`src/rtl/leb128_stream_dec.sv`:
```
// Streaming LEB128 decoder: one byte per cycle in, one decoded value (with
// byte count and overlong flag) out through a valid/ready handshake.
module leb128_stream_dec #(
    parameter  int W    = 64,
    localparam int MAXB = (W + 6) / 7,
    localparam int LW   = $clog2(MAXB + 1)
) (
    input  logic          clk,
    input  logic          rst_n,
    input  logic [7:0]    in_data,
    input  logic          in_valid,
    output logic          in_ready,
    input  logic          mode_signed,
    output logic [W-1:0]  out_data,
    output logic [LW-1:0] out_len,
    output logic          out_err,
    output logic          out_valid,
    input  logic          out_ready
);

    localparam int SW = $clog2(7 * MAXB + 1);

    typedef enum logic [1:0] {
        ACC,
        DONE,
        DRAIN
    } state_t;

    state_t state, state_next;

    logic [W-1:0]  acc;
    logic [LW-1:0] cnt;
    logic          err;
    logic          sgn;

    logic [SW-1:0] shamt;
    logic [SW-1:0] shamt_next;
    logic [W-1:0]  pay_w;
    logic [W-1:0]  merged;
    logic [W-1:0]  ext_mask;
    logic          sgn_eff;
    logic          last;
    logic          ext_on;

    // Payload of byte k lands at bit 7k; anything shifted past W falls off.
    assign shamt      = SW'(cnt) * SW'(7);
    assign shamt_next = shamt + SW'(7);
    assign pay_w      = {{(W-7){1'b0}}, in_data[6:0]};
    assign merged     = acc | (pay_w << shamt);
    assign ext_mask   = {W{1'b1}} << shamt_next;
    assign sgn_eff    = (cnt == '0) ? mode_signed : sgn;
    assign last       = (cnt == LW'(MAXB - 1));
    assign ext_on     = sgn_eff & in_data[6] & (shamt_next < SW'(W));

    assign in_ready  = (state != DONE);
    assign out_valid = (state == DONE);
    assign out_data  = acc;
    assign out_len   = cnt;
    assign out_err   = err;

    always_ff @(posedge clk or negedge rst_n) begin
        if (!rst_n) state <= ACC;
        else        state <= state_next;
    end

    always_comb begin
        state_next = state;
        case (state)
            ACC: begin
                if (in_valid && (!in_data[7] || last)) state_next = DONE;
            end
            DONE: begin
                if (out_ready) state_next = err ? DRAIN : ACC;
            end
            DRAIN: begin
                if (in_valid && !in_data[7]) state_next = ACC;
            end
            default: state_next = ACC;
        endcase
    end

    always_ff @(posedge clk or negedge rst_n) begin
        if (!rst_n) begin
            acc <= '0;
            cnt <= '0;
            err <= 1'b0;
            sgn <= 1'b0;
        end else begin
            case (state)
                ACC: begin
                    if (in_valid) begin
                        if (cnt == '0) sgn <= mode_signed;
                        cnt <= cnt + LW'(1);
                        err <= last & in_data[7];
                        // Overlong values keep their raw payload, never extended.
                        if (!in_data[7] && ext_on) acc <= merged | ext_mask;
                        else                       acc <= merged;
                    end
                end
                DONE: begin
                    if (out_ready) begin
                        acc <= '0;
                        cnt <= '0;
                        err <= 1'b0;
                    end
                end
                default: begin
                end
            endcase
        end
    end

endmodule

```
`config.mk`:
```
export PLATFORM = sky130hd
export DESIGN_NAME = leb128_stream_dec
export DESIGN_NICKNAME = d
export VERILOG_FILES = /design/src/rtl/leb128_stream_dec.sv
export SDC_FILE = /design/constraint.sdc
export NUM_CORES = 1
export LEC_CHECK = 0
export ABC_AREA = 0
export BUFFER_PORTS_ARGS = -buffer_cell sky130_fd_sc_hd__buf_2
export CORE_ASPECT_RATIO = 0.6
export CORE_MARGIN = 2
export CORE_UTILIZATION = 48
export DETAILED_ROUTE_END_ITERATION = 16
export PLACE_DENSITY = 0.73
export RECOVER_POWER = 50
export SLEW_MARGIN = 20
export SYNTH_ARGS = -nofsm -noshare
export SYNTH_HDL_FRONTEND = slang
export SYNTH_SLANG_ARGS = --single-unit
```
`constraint.sdc`:
```
create_clock -name clk -period 6.1 [get_ports clk]
set_clock_uncertainty 0.15 [all_clocks]
set_input_delay 1.22 -clock clk [delete_from_list [all_inputs] [get_ports clk]]
set_output_delay 1.22 -clock clk [all_outputs]
set_load 0.01 [all_outputs]
```
Word level (Yosys, flattened, before mapping)
Cells that the tools add are included.
- input port bits: 13
- word-level logic and storage cells: 51
- flip-flop bits (word level): 72
- bitwise operators: 5
- equal/unequal tests: 8
- reduce and logical (&&, ||, !) cells: 11
- $add $sub $neg: 2
- $lt $le $gt $ge: 1
- shift operators: 2
- multiply operators: 1
- multiplexer cells: 16
- operators with widths (operator ; number):
    $mux 64 ; 3
    $or 64x64->64 ; 2
    $pmux 64 s2 ; 1
    $shl 64x7->64 const A ; 1
    $shl 7x7->64 ; 1
    $mux 2 ; 4
    $mux 4 ; 2
    $pmux 4 s2 ; 1
    $add 7x3->7 const B ; 1
    $lt 7x7->1 const B ; 1
    $mul 4x3->7 const B ; 1
    $ne 2x2->1 const B ; 3
    $pmux 2 s3 ; 1
    $reduce_and 3->1 ; 2
    $add 4x1->4 const B ; 1
    $eq 4x4->1 const B ; 1
    $logic_not 4->1 ; 1
    $ne 2x1->1 const B ; 2
    $and 1x1->1 ; 3
    $logic_and 1x1->1 ; 3
    $mux 1 ; 3
    $eq 2x1->1 const B ; 1
    $eq 2x2->1 const B ; 1
    $logic_not 2->1 ; 1
    other kinds (5) ; 5

Logic depth before layout (Yosys ltp)
Gate-level depths: netlist of run 1.
- depth after elaboration: 8
- gate-level depth with buffers: 14
- mapped depth without buffers: 10

Worst setup path after synthesis of run 1
Ideal clock, no wire load.
- kind: register to register
- start: register cnt[3], in the netlist out_len[3]
- end: register acc[63], in the netlist out_data[63]
- path buffers: 1
- period minus slack after synthesis: 3.590 ns
- setup slack: 2.510 ns
- stages on the path, launching flop included: 12
- arrival: 3.319 ns
- required time: 5.829 ns
- cells stage by stage: dfrtp_1 buf_2 clkinv_1 fa_1 inv_1 ha_1 ha_1 a21o_1 a221oi_4 mux2i_2 o31ai_1 a22o_1
- longest elaborated chain between the ends: 8
- elaborated cells between the ends (all ways): 15
- those cells by class: add/sub (1); mul (1); order compare (1); shift (2); mux (4); bitwise (4); reduce/logical (2)
- ends and longest elaborated chain (what ; line ; source):
    start, declared ; 32 ; logic [LW-1:0] cnt;
    start signal, assigned ; 93 ; cnt <= cnt + LW'(1);
    branches (longest 5 deep; another with $mul 4x3->7) ; n/a ;
    $mux 64 * ; 96 ; if (!in_data[7] && ext_on) acc <= merged | ext_mask;
    $mux 64 * ; 91 ; if (in_valid) begin
    $pmux 64 s2 * ; 89 ; case (state)
    end signal, assigned ; 96 ;
    end signal, assigned ; 97 ; else acc <= merged;
    end, declared ; 31 ; logic [W-1:0] acc;
Mark *: on every way between the ends. The select of a mux whose other input is x is not followed.
A chain may end at the register's enable or synchronous reset.

Worst setup path after layout of run 1
- start: register cnt[3], in the netlist out_len[3]
- end: register acc[28], in the netlist out_data[28]
Same word-level chain as after synthesis.

==> flow_summary_export.csv, run 1 <==
group,metric,value,unit
timing,drv_slew,0,
placement,numPortBuffers,83,
power,power_switching,1.54,mW
timing,fmax,227,MHz
final_layout,n_fill_cell,720,
grt,grt_pass1_vias,3490,
placement,gp_congestion,0.953,
power,leakagePower,2.19,nW
timing,period_share,0.722,
final_layout,final_cell_mix,"72 x dfrtp_1, 54 x buf_2, 38 x nand2_1",
setup_path,path_buf_inv,3,
timing,rsz0062_at_grt,"false",
clocking,clk_pin_slew,0.06,ns
clocking,numCtsBuffers,9,
placement,hpwl,9.18,mm
setup_path,startpoint_type,"flop",
clocking,cts_root_buf,"clkbuf_16",
placement,place_area,4510,sq um
final_layout,area_delta_synth_final,18.0,%
clocking,h-tree-depth,3,
clocking,post-cts-setup-buffer-count,0,
synthesis,synthArstFlopShare,1.00,
synthesis,synth_edf_count,0,
floorplan,core,8040,sq um
setup_path,crit_path_max_fanout,23,
final_layout,instances_no_fill,597,
floorplan,die-area,9260,sq um
placement,dp_cells,581,
setup_path,path_class,"reg -> reg",
timing,min_period,4.41,ns
floorplan,start_util,0.506,
setup_path,crit_family,"adder cells",
placement,dp_slack,1.79,ns
synthesis,seq_area_frac_synth,0.443,
clocking,cts_tree,"done",
final_layout,final_core_util,0.598,
synthesis,syn_area_per_cell,9.90,sq um
floorplan,ioPinCount,84,
clocking,ctsResizeCount,0,
final_layout,fin_area,4800,sq um
power,p_comb_frac,0.547,
timing,hold_ws,0.339,ns
final_layout,num-nets-final,519,
worst_hold_path,worstHoldPathType,"reg -> reg",
setup_path,crit_chain,"clkinv_1, fa_1, inv_1, ha_1, ha_1, a21o_1, a31oi_2, xor2_2, buf_4, nand4_2, o221ai_1",
power,swShare,0.483,
setup_path,slowest_stage,"dfrtp_1",
final_layout,multiInputGateArea,2040,sq um
final_layout,seqCellArea,1800,sq um
route,vias,3767,
floorplan,rows,25,
timing,worstMarginPinSlew,1.04,ns
timing,tns,0,ns
clocking,hold_buffers,0,
synthesis,ys_ff_latch,72,
synthesis,netlist_area,4070,sq um
power,power.density,664,nW/um^2
grt,grt_pass1_wl,20.1,mm
outcome,status,"finished, final reports clean",
power,ir_drop,0.000436,V
grt,grt_max_degree,73,
synthesis,synth_ff_type,"dfrtp_1",
timing,setup-violations-final,0,
timing,relSlewSlack,0.307,
run,max-cap-violations,0,
floorplan,die_x,123,um
timing,worst_slack,1.69,ns
power,seqPwrFrac,0.260,
route,drc,0,
final_layout,final_common_cell,"dfrtp_1",
clocking,numClockSinks,72,
power,internal_power,1.65,mW
route,drt-vias-per-instance,6.31,
setup_path,cp.required,6.18,ns
final_layout,drive_above_1_share,0.192,
timing,hold_viol_final,0,
synthesis,synth_cell_type_count,54,
clocking,worstSkewPairLatency,0.34,ns
clocking,clk_path_buf_depth,2,
synthesis,postSynthCellCount,411,
power,total_power,3.19,mW
route,drt_iter0_markers,567,
grt,grt_use_total,0.296,
setup_path,max_stage_delay,0.62,ns
synthesis,syn_nets,446,
setup_path,crit_top_cell,"ha_1",
synthesis,ys_warn_count,0,
power,clockPowerShare,0.193,
route,wl,13.2,mm
grt,overflow,0,
grt,antenna_found_initial,0,
final_layout,diodes,0,
setup_path,arrival,4.49,ns
route,wire_per_inst,22.1,um
route,ant_nets,0,
route,firstDrtPassIters,5,
floorplan,die_h,75.3,um
setup_path,endpoint_kind,"flop",
==> synthesized netlist by cell type, drive strengths merged (6+ instances only) <==
master	count	area share
o21ai	33	0.041
nor2	33	0.030
inv	14	0.013
ha	19	0.058
a21oi	19	0.025
dfrtp	72	0.44
nand2	39	0.036
buf	14	0.027
a22oi	36	0.066
nand3	12	0.016
o31ai	6	0.011
o221ai	17	0.037
nor3	14	0.017
o211ai	11	0.023
clkbuf	13	0.012
xnor2	6	0.015
==> worst reg2reg max path: stages (launching register included) <==
cell      delay, ns
dfrtp_1        0.62
clkinv_1       0.42
fa_1           0.59
inv_1          0.04
ha_1           0.18
ha_1           0.41
a21o_1         0.27
a31oi_2        0.20
xor2_2         0.14
buf_4          0.28
nand4_2        0.58
o221ai_1       0.43
==> kinds of logic after synthesis <==
| kind of cell | synth area share |
|---|---|
| DFF | 0.443 |
| AOI/OAI and AO/OA | 0.263 |
| and+or+nand+nor | 0.135 |
| muxes | 0.00615 |
| xor gates and xnor gates | 0.0271 |
| buffers and inverters | 0.0529 |
| adders and majority gates | 0.0732 |
==> state kept, by name, summed over array words and instances, names as in the netlist <==
register	count
out_data	64
state	2
sgn	1
out_err	1
out_len	4
==> cell type report <==
class                   count  share of cell area
repair buffers             89              0.0875
multi-input cells         297               0.426
well taps                 108              0.0281
clock buffers               9              0.0469
clock inverters             7              0.0250
inverters                  15              0.0117
flip-flops and latches     72               0.375
==> worst paths after layout <==
kind,startpoint,endpoint,slack (ns),cells after the start
setup / recovery,out_len[3],out_data[28],1.69,11
hold / removal,out_data[5],out_data[5],0.34,2
setup reg to reg,out_len[3],out_data[28],1.69,11
hold reg to reg,out_data[5],out_data[5],0.34,2
max in group asynchronous,rst_n,out_data[1],4.23,2
min in group asynchronous,rst_n,out_err,0.94,2
==> routing by layer <==
metal  wire length, um  part of all wire  vias to the layer above  GRT usage
li1                  -                 -                     1666          -
met1              6140              0.47                     1827      0.457
met2              5330              0.40                      260      0.403
met3              1560              0.12                       14     0.0921
met4               147             0.011                        0     0.0690
met5                 0                 0                        -          0
==> power groups by stage <==
stage	registers, mW	clock network [mW]	logic (mW)
after global placement	0.821	0	1.71
after floorplan	0.876	0	1.14
after detailed placement	0.829	0	1.73
after CTS	0.824	0.615	1.74
after global routing	0.853	0.636	1.91
final	0.830	0.614	1.75
No activity file was read; power rests on OpenSTA's default activity.
==> run 2: changes to the inputs <==
==> constraint.sdc (replaced) <==
create_clock -name clk -period 4.4 [get_ports clk]
set_clock_uncertainty 0.15 [all_clocks]
set_input_delay 0.88 -clock clk [delete_from_list [all_inputs] [get_ports clk]]
set_output_delay 0.88 -clock clk [all_outputs]
set_load 0.01 [all_outputs]
==> flow_summary_export.csv, run 2 (synthesized netlist as in run 1, its figures left out) <==
group,metric,value,unit
outcome,status,"finished, final reports clean",
setup_path,crit_path_max_fanout,10,
setup_path,path_class,"reg -> reg",
timing,relSlewSlack,0.142,
placement,gp_congestion,0.976,
final_layout,area_delta_synth_final,18.0,%
clocking,h-tree-depth,3,
timing,hold_ws,0.339,ns
timing,hold_viol_final,0,
final_layout,largest_reg_flops,64,
route,firstDrtPassIters,5,
placement,hpwl,9.83,mm
grt,grt_pass1_wl,20.9,mm
route,ant_nets,0,
floorplan,rows,25,
final_layout,final_cell_mix,"72 x dfrtp_1, 55 x clkbuf_1, 38 x nand2_1",
final_layout,seqCellArea,1800,sq um
clocking,ctsResizeCount,0,
route,wl,13.8,mm
timing,rsz0062_at_grt,"false",
timing,period_share,0.894,
floorplan,die-area,9260,sq um
final_layout,multiInputGateArea,2060,sq um
grt,antenna_found_initial,0,
clocking,numCtsBuffers,9,
setup_path,cp.required,4.47,ns
floorplan,core,8040,sq um
final_layout,drive_above_1_share,0.152,
grt,grt_max_degree,53,
worst_hold_path,worstHoldPathType,"reg -> reg",
setup_path,arrival,4.00,ns
grt,grt_pass1_vias,3677,
clocking,numClockSinks,72,
setup_path,endpoint_kind,"flop",
setup_path,startpoint_type,"flop",
worst_hold_path,whs_path_depth,2,
grt,overflow,0,
floorplan,die_h,75.3,um
setup_path,r2r_cells,10,
clocking,clk_path_buf_depth,2,
power,power.density,924,nW/um^2
floorplan,ioPinCount,84,
power,leakagePower,2.12,nW
route,drt-vias-per-instance,6.37,
final_layout,num-nets-final,524,
clocking,hold_buffers,0,
route,wire_per_inst,23.0,um
power,total_power,4.44,mW
final_layout,final_common_cell,"dfrtp_1",
clocking,clk_pin_slew,0.06,ns
clocking,post-cts-setup-buffer-count,0,
timing,setup-violations-final,0,
timing,tns,0,ns
clocking,worstSkewPairLatency,0.33,ns
floorplan,die_x,123,um
grt,grt_use_total,0.310,
floorplan,start_util,0.506,
timing,fmax,254,MHz
power,ir_drop,0.000524,V
route,drt_iter0_markers,461,
clocking,cts_tree,"done",
placement,numPortBuffers,83,
final_layout,n_fill_cell,705,
run,max-cap-violations,0,
final_layout,diodes,0,
timing,min_period,3.93,ns
timing,drv_slew,0,
clocking,cts_root_buf,"clkbuf_16",
timing,worstMarginPinSlew,1.29,ns
route,vias,3835,
route,drc,0,
## run 2: cell type report
class                           count  area share
Multi-Input combinational cell    297       0.428
Sequential cell                    72       0.375
Timing Repair Buffer               94      0.0888
Clock buffer                       10      0.0497
Tap cell                          108      0.0281
Clock inverter                      6      0.0187
Inverter                           15      0.0117
## run 2: power by group
part	leakage (nW)	internal, mW	switching (mW)
logic	1.03	0.790	1.71
clock network	0.159	0.514	0.297
registers	0.931	0.933	0.193
## run 2: routing by layer
layer,GRT usage,share of wire,wire (um),vias to the layer above
met5,0,0,0,-
met4,0.109,0.021,289,0
met3,0.112,0.13,1740,31
met2,0.412,0.39,5380,249
met1,0.462,0.46,6430,1876
li1,-,-,-,1679
## run 2: critical path: stages (launching register included)
cell      delay, ns
dfrtp_1        0.48
inv_1          0.27
ha_1           0.51
inv_1          0.09
ha_1           0.22
ha_1           0.42
a21o_1         0.27
a221oi_4       0.38
mux2i_2        0.60
o31ai_1        0.20
a22o_1         0.21
## run 2: worst paths after layout
path | start | to | slack (ns)
max | out_len[1] | out_data[63] | 0.47
min | out_data[61] | out_data[61] | 0.34
max reg2reg | out_len[1] | out_data[63] | 0.47
min reg2reg | out_data[61] | out_data[61] | 0.34
max in group asynchronous | rst_n | out_data[0] | 1.57
min in group asynchronous | rst_n | out_data[21] | 0.64
## run 2: stage by stage
| step | setup slack, ns | std cells | area (sq um) | util |
|---|---|---|---|---|
| 2_1_floorplan | 0.810 | 411 | 4070 | - |
| 3_3_place_gp | 0.749 | 586 | 4550 | 0.566 |
| 3_5_place_dp | 0.531 | 586 | 4550 | 0.566 |
| 4_1_cts | 0.526 | 602 | 4880 | 0.607 |
| 5_1_grt | 0.246 | 602 | 4800 | 0.598 |
| 6_report | 0.467 | 602 | 4800 | 0.598 |
==> run 3: changes to the inputs <==
--- a/config.mk
+++ b/config.mk
@@ -5,13 +5,14 @@
 export SDC_FILE = /design/constraint.sdc
 export NUM_CORES = 1
 export LEC_CHECK = 0
-export ABC_AREA = 0
+export ABC_AREA = 1
 export BUFFER_PORTS_ARGS = -buffer_cell sky130_fd_sc_hd__buf_2
 export CORE_ASPECT_RATIO = 0.6
 export CORE_MARGIN = 2
 export CORE_UTILIZATION = 48
+export CTS_CLUSTER_DIAMETER = 100
 export DETAILED_ROUTE_END_ITERATION = 16
-export PLACE_DENSITY = 0.73
+export PLACE_DENSITY = 0.72
 export RECOVER_POWER = 50
 export SLEW_MARGIN = 20
 export SYNTH_ARGS = -nofsm -noshare
==> flow_summary_export.csv, run 3 <==
group,metric,value,unit
setup_path,arrival,4.03,ns
clocking,cts_tree,"done",
synthesis,syn_nets,740,
synthesis,ys_top_cells_by_area,"dfrtp_1 38%, nand2_1 26%, nand3_1 5.4%",
clocking,numClockSinks,72,
synthesis,yosys.area.top_type,"dfrtp_1",
grt,grt_pass1_wl,25.1,mm
outcome,violations,"max-capacitance violations, max-slew violations",
run,max-cap-violations,1,
route,ant_nets,0,
timing,setup-violations-final,0,
power,ir_drop,0.000444,V
clocking,ctsResizeCount,0,
final_layout,largest_reg_flops,64,
synthesis,syn_area_per_cell,6.78,sq um
placement,place_area,5200,sq um
floorplan,core,9770,sq um
setup_path,startpoint,"out_len[1]",
floorplan,ioPinCount,84,
worst_hold_path,min_from,"out_data[54]",
floorplan,die_h,81.3,um
power,power.density,945,nW/um^2
clocking,worstSkewPairLatency,0.34,ns
synthesis,synthArstFlopShare,1.00,
synthesis,synth_edf_count,0,
grt,grt_max_degree,38,
grt,grt_pass1_vias,4523,
timing,drv_slew,37,
setup_path,cp.required,4.47,ns
route,drc,0,
synthesis,synth_cell_type_count,32,
clocking,clk_pin_slew,0.07,ns
final_layout,drive_above_1_share,0.0777,
final_layout,fin_area,5430,sq um
clocking,clk_path_buf_depth,2,
synthesis,netlist.area_leader.share,0.377,
timing,relSlewSlack,-0.286,
synthesis,synth_ff_type,"dfrtp_1",
synthesis,netlist_area,4780,sq um
clocking,cts_root_buf,"clkbuf_16",
route,firstDrtPassIters,5,
grt,grt_use_total,0.300,
timing,hold_viol_final,0,
placement,dp_slack,0.591,ns
route,vias,4929,
grt,overflow,0,
clocking,hold_buffers,0,
grt,antenna_found_initial,1,
floorplan,rows,28,
timing,min_period,3.96,ns
clocking,h-tree-depth,3,
timing,period_share,0.901,
placement,gp_congestion,0.974,
route,wire_per_inst,17.0,um
placement,hpwl,11.1,mm
route,wl,15.4,mm
floorplan,start_util,0.489,
synthesis,synth.most_common_cell,"nand2_1",
final_layout,final_common_cell,"nand2_1",
synthesis,synth_common_cells,"333 x nand2_1, 72 x dfrtp_1, 52 x nand3_1",
setup_path,r2r_start,"out_len[1]",
synthesis,seq_area_frac_synth,0.377,
power,leakagePower,2.92,nW
floorplan,die_x,133,um
power,total_power,5.13,mW
setup_path,crit_path_max_fanout,30,
timing,hold_ws,0.325,ns
timing,fmax,252,MHz
setup_path,path_class,"reg -> reg",
route,drt-vias-per-instance,5.43,
placement,numPortBuffers,83,
timing,worst_slack,0.435,ns
clocking,numCtsBuffers,9,
synthesis,postSynthCellCount,705,
synthesis,ys_warn_count,0,
final_layout,diodes,0,
floorplan,die-area,10800,sq um
route,drt_iter0_markers,543,
final_layout,final_cell_mix,"333 x nand2_1, 72 x dfrtp_1, 65 x clkbuf_1",
final_layout,num-nets-final,803,
synthesis,ys_ff_latch,72,
final_layout,area_delta_synth_final,13.4,%
worst_hold_path,worstHoldPathType,"reg -> reg",
timing,tns,0,ns
setup_path,startpoint_type,"flop",
timing,rsz0062_at_grt,"false",
clocking,post-cts-setup-buffer-count,0,
outcome,status,"complete, but fails checks",
setup_path,endpoint_kind,"flop",
timing,worstMarginPinSlew,1.93,ns
==> run 3: cell types whose count changed after synthesis, sizes merged, moves of 6 or more <==
cell / change
nand2: +300
nand3: +43
xnor2: -6
buf: +15
o211ai: -10
o21ai: -11
o31ai: -6
a21oi: -10
nor2: +17
nand4: +30
o221ai: -17
inv: +26
a22oi: -35
==> run 3: per-stage QoR <==
stage | instances | utilization
floorplan | 705 | -
global placement | 892 | 0.532
detailed placement | 892 | 0.532
CTS | 907 | 0.564
global route | 907 | 0.555
finish | 907 | 0.555
==> run 3: cell type report <==
cell class	count	area [sq um]
clock buffers	9	225
clock inverters	6	85.1
fillers	1042	4350
inverters	41	159
multi-input cells	552	2590
flip-flops and latches	72	1800
well taps	135	169
repair buffers	92	399
==> run 3: final timing paths <==
| path | depth (start not counted) | endpoint | slack, ns |
|---|---|---|---|
| setup / recovery | 16 | out_data[31] | 0.44 |
| hold / removal | 2 | out_data[54] | 0.32 |
| setup reg to reg | 16 | out_data[31] | 0.44 |
| hold reg to reg | 2 | out_data[54] | 0.32 |
| max in group asynchronous | 2 | out_data[26] | 1.31 |
| min in group asynchronous | 1 | state[0] | 0.91 |
==> run 3: layer usage <==
metal	track usage	wire, um	vias to the layer above
li1	-	-	2365
met1	0.470	7790	2323
met2	0.428	6130	229
met3	0.0562	1350	12
met4	0.0505	103	0
met5	0	0	-
==> run 3: critical path, cell delays in order, from the launching register on <==
cell and delay, ns:
dfrtp_1 0.69, inv_2 0.27, ha_1 0.36, inv_1 0.09, nand2_1 0.07, nand2_1 0.14, xor2_1 0.28, ha_1 0.37
nand2_1 0.11, nand2_2 0.07, nand3_2 0.09, nand3_1 0.12, nand2_4 0.24, buf_4 0.34, nand4_1 0.23, nand4_1 0.15
nand2_1 0.06
==> run 3: cell families after synthesis <==
| logic type | after synthesis | synth area share |
|---|---|---|
| AO/OA/AOI/OAI | 35 | 0.0385 |
| flip-flops | 72 | 0.377 |
| buffers and inverters | 81 | 0.0842 |
| XOR/XNOR | 1 | 0.00183 |
| AND/OR/NAND/NOR | 494 | 0.437 |
| adder cells (fa/ha/maj) | 22 | 0.0623 |
==> run 3: power breakdown <==
group | internal (mW) | switching, mW
sequential | 0.939 | 0.196
combinational | 0.890 | 2.31
clock | 0.491 | 0.295
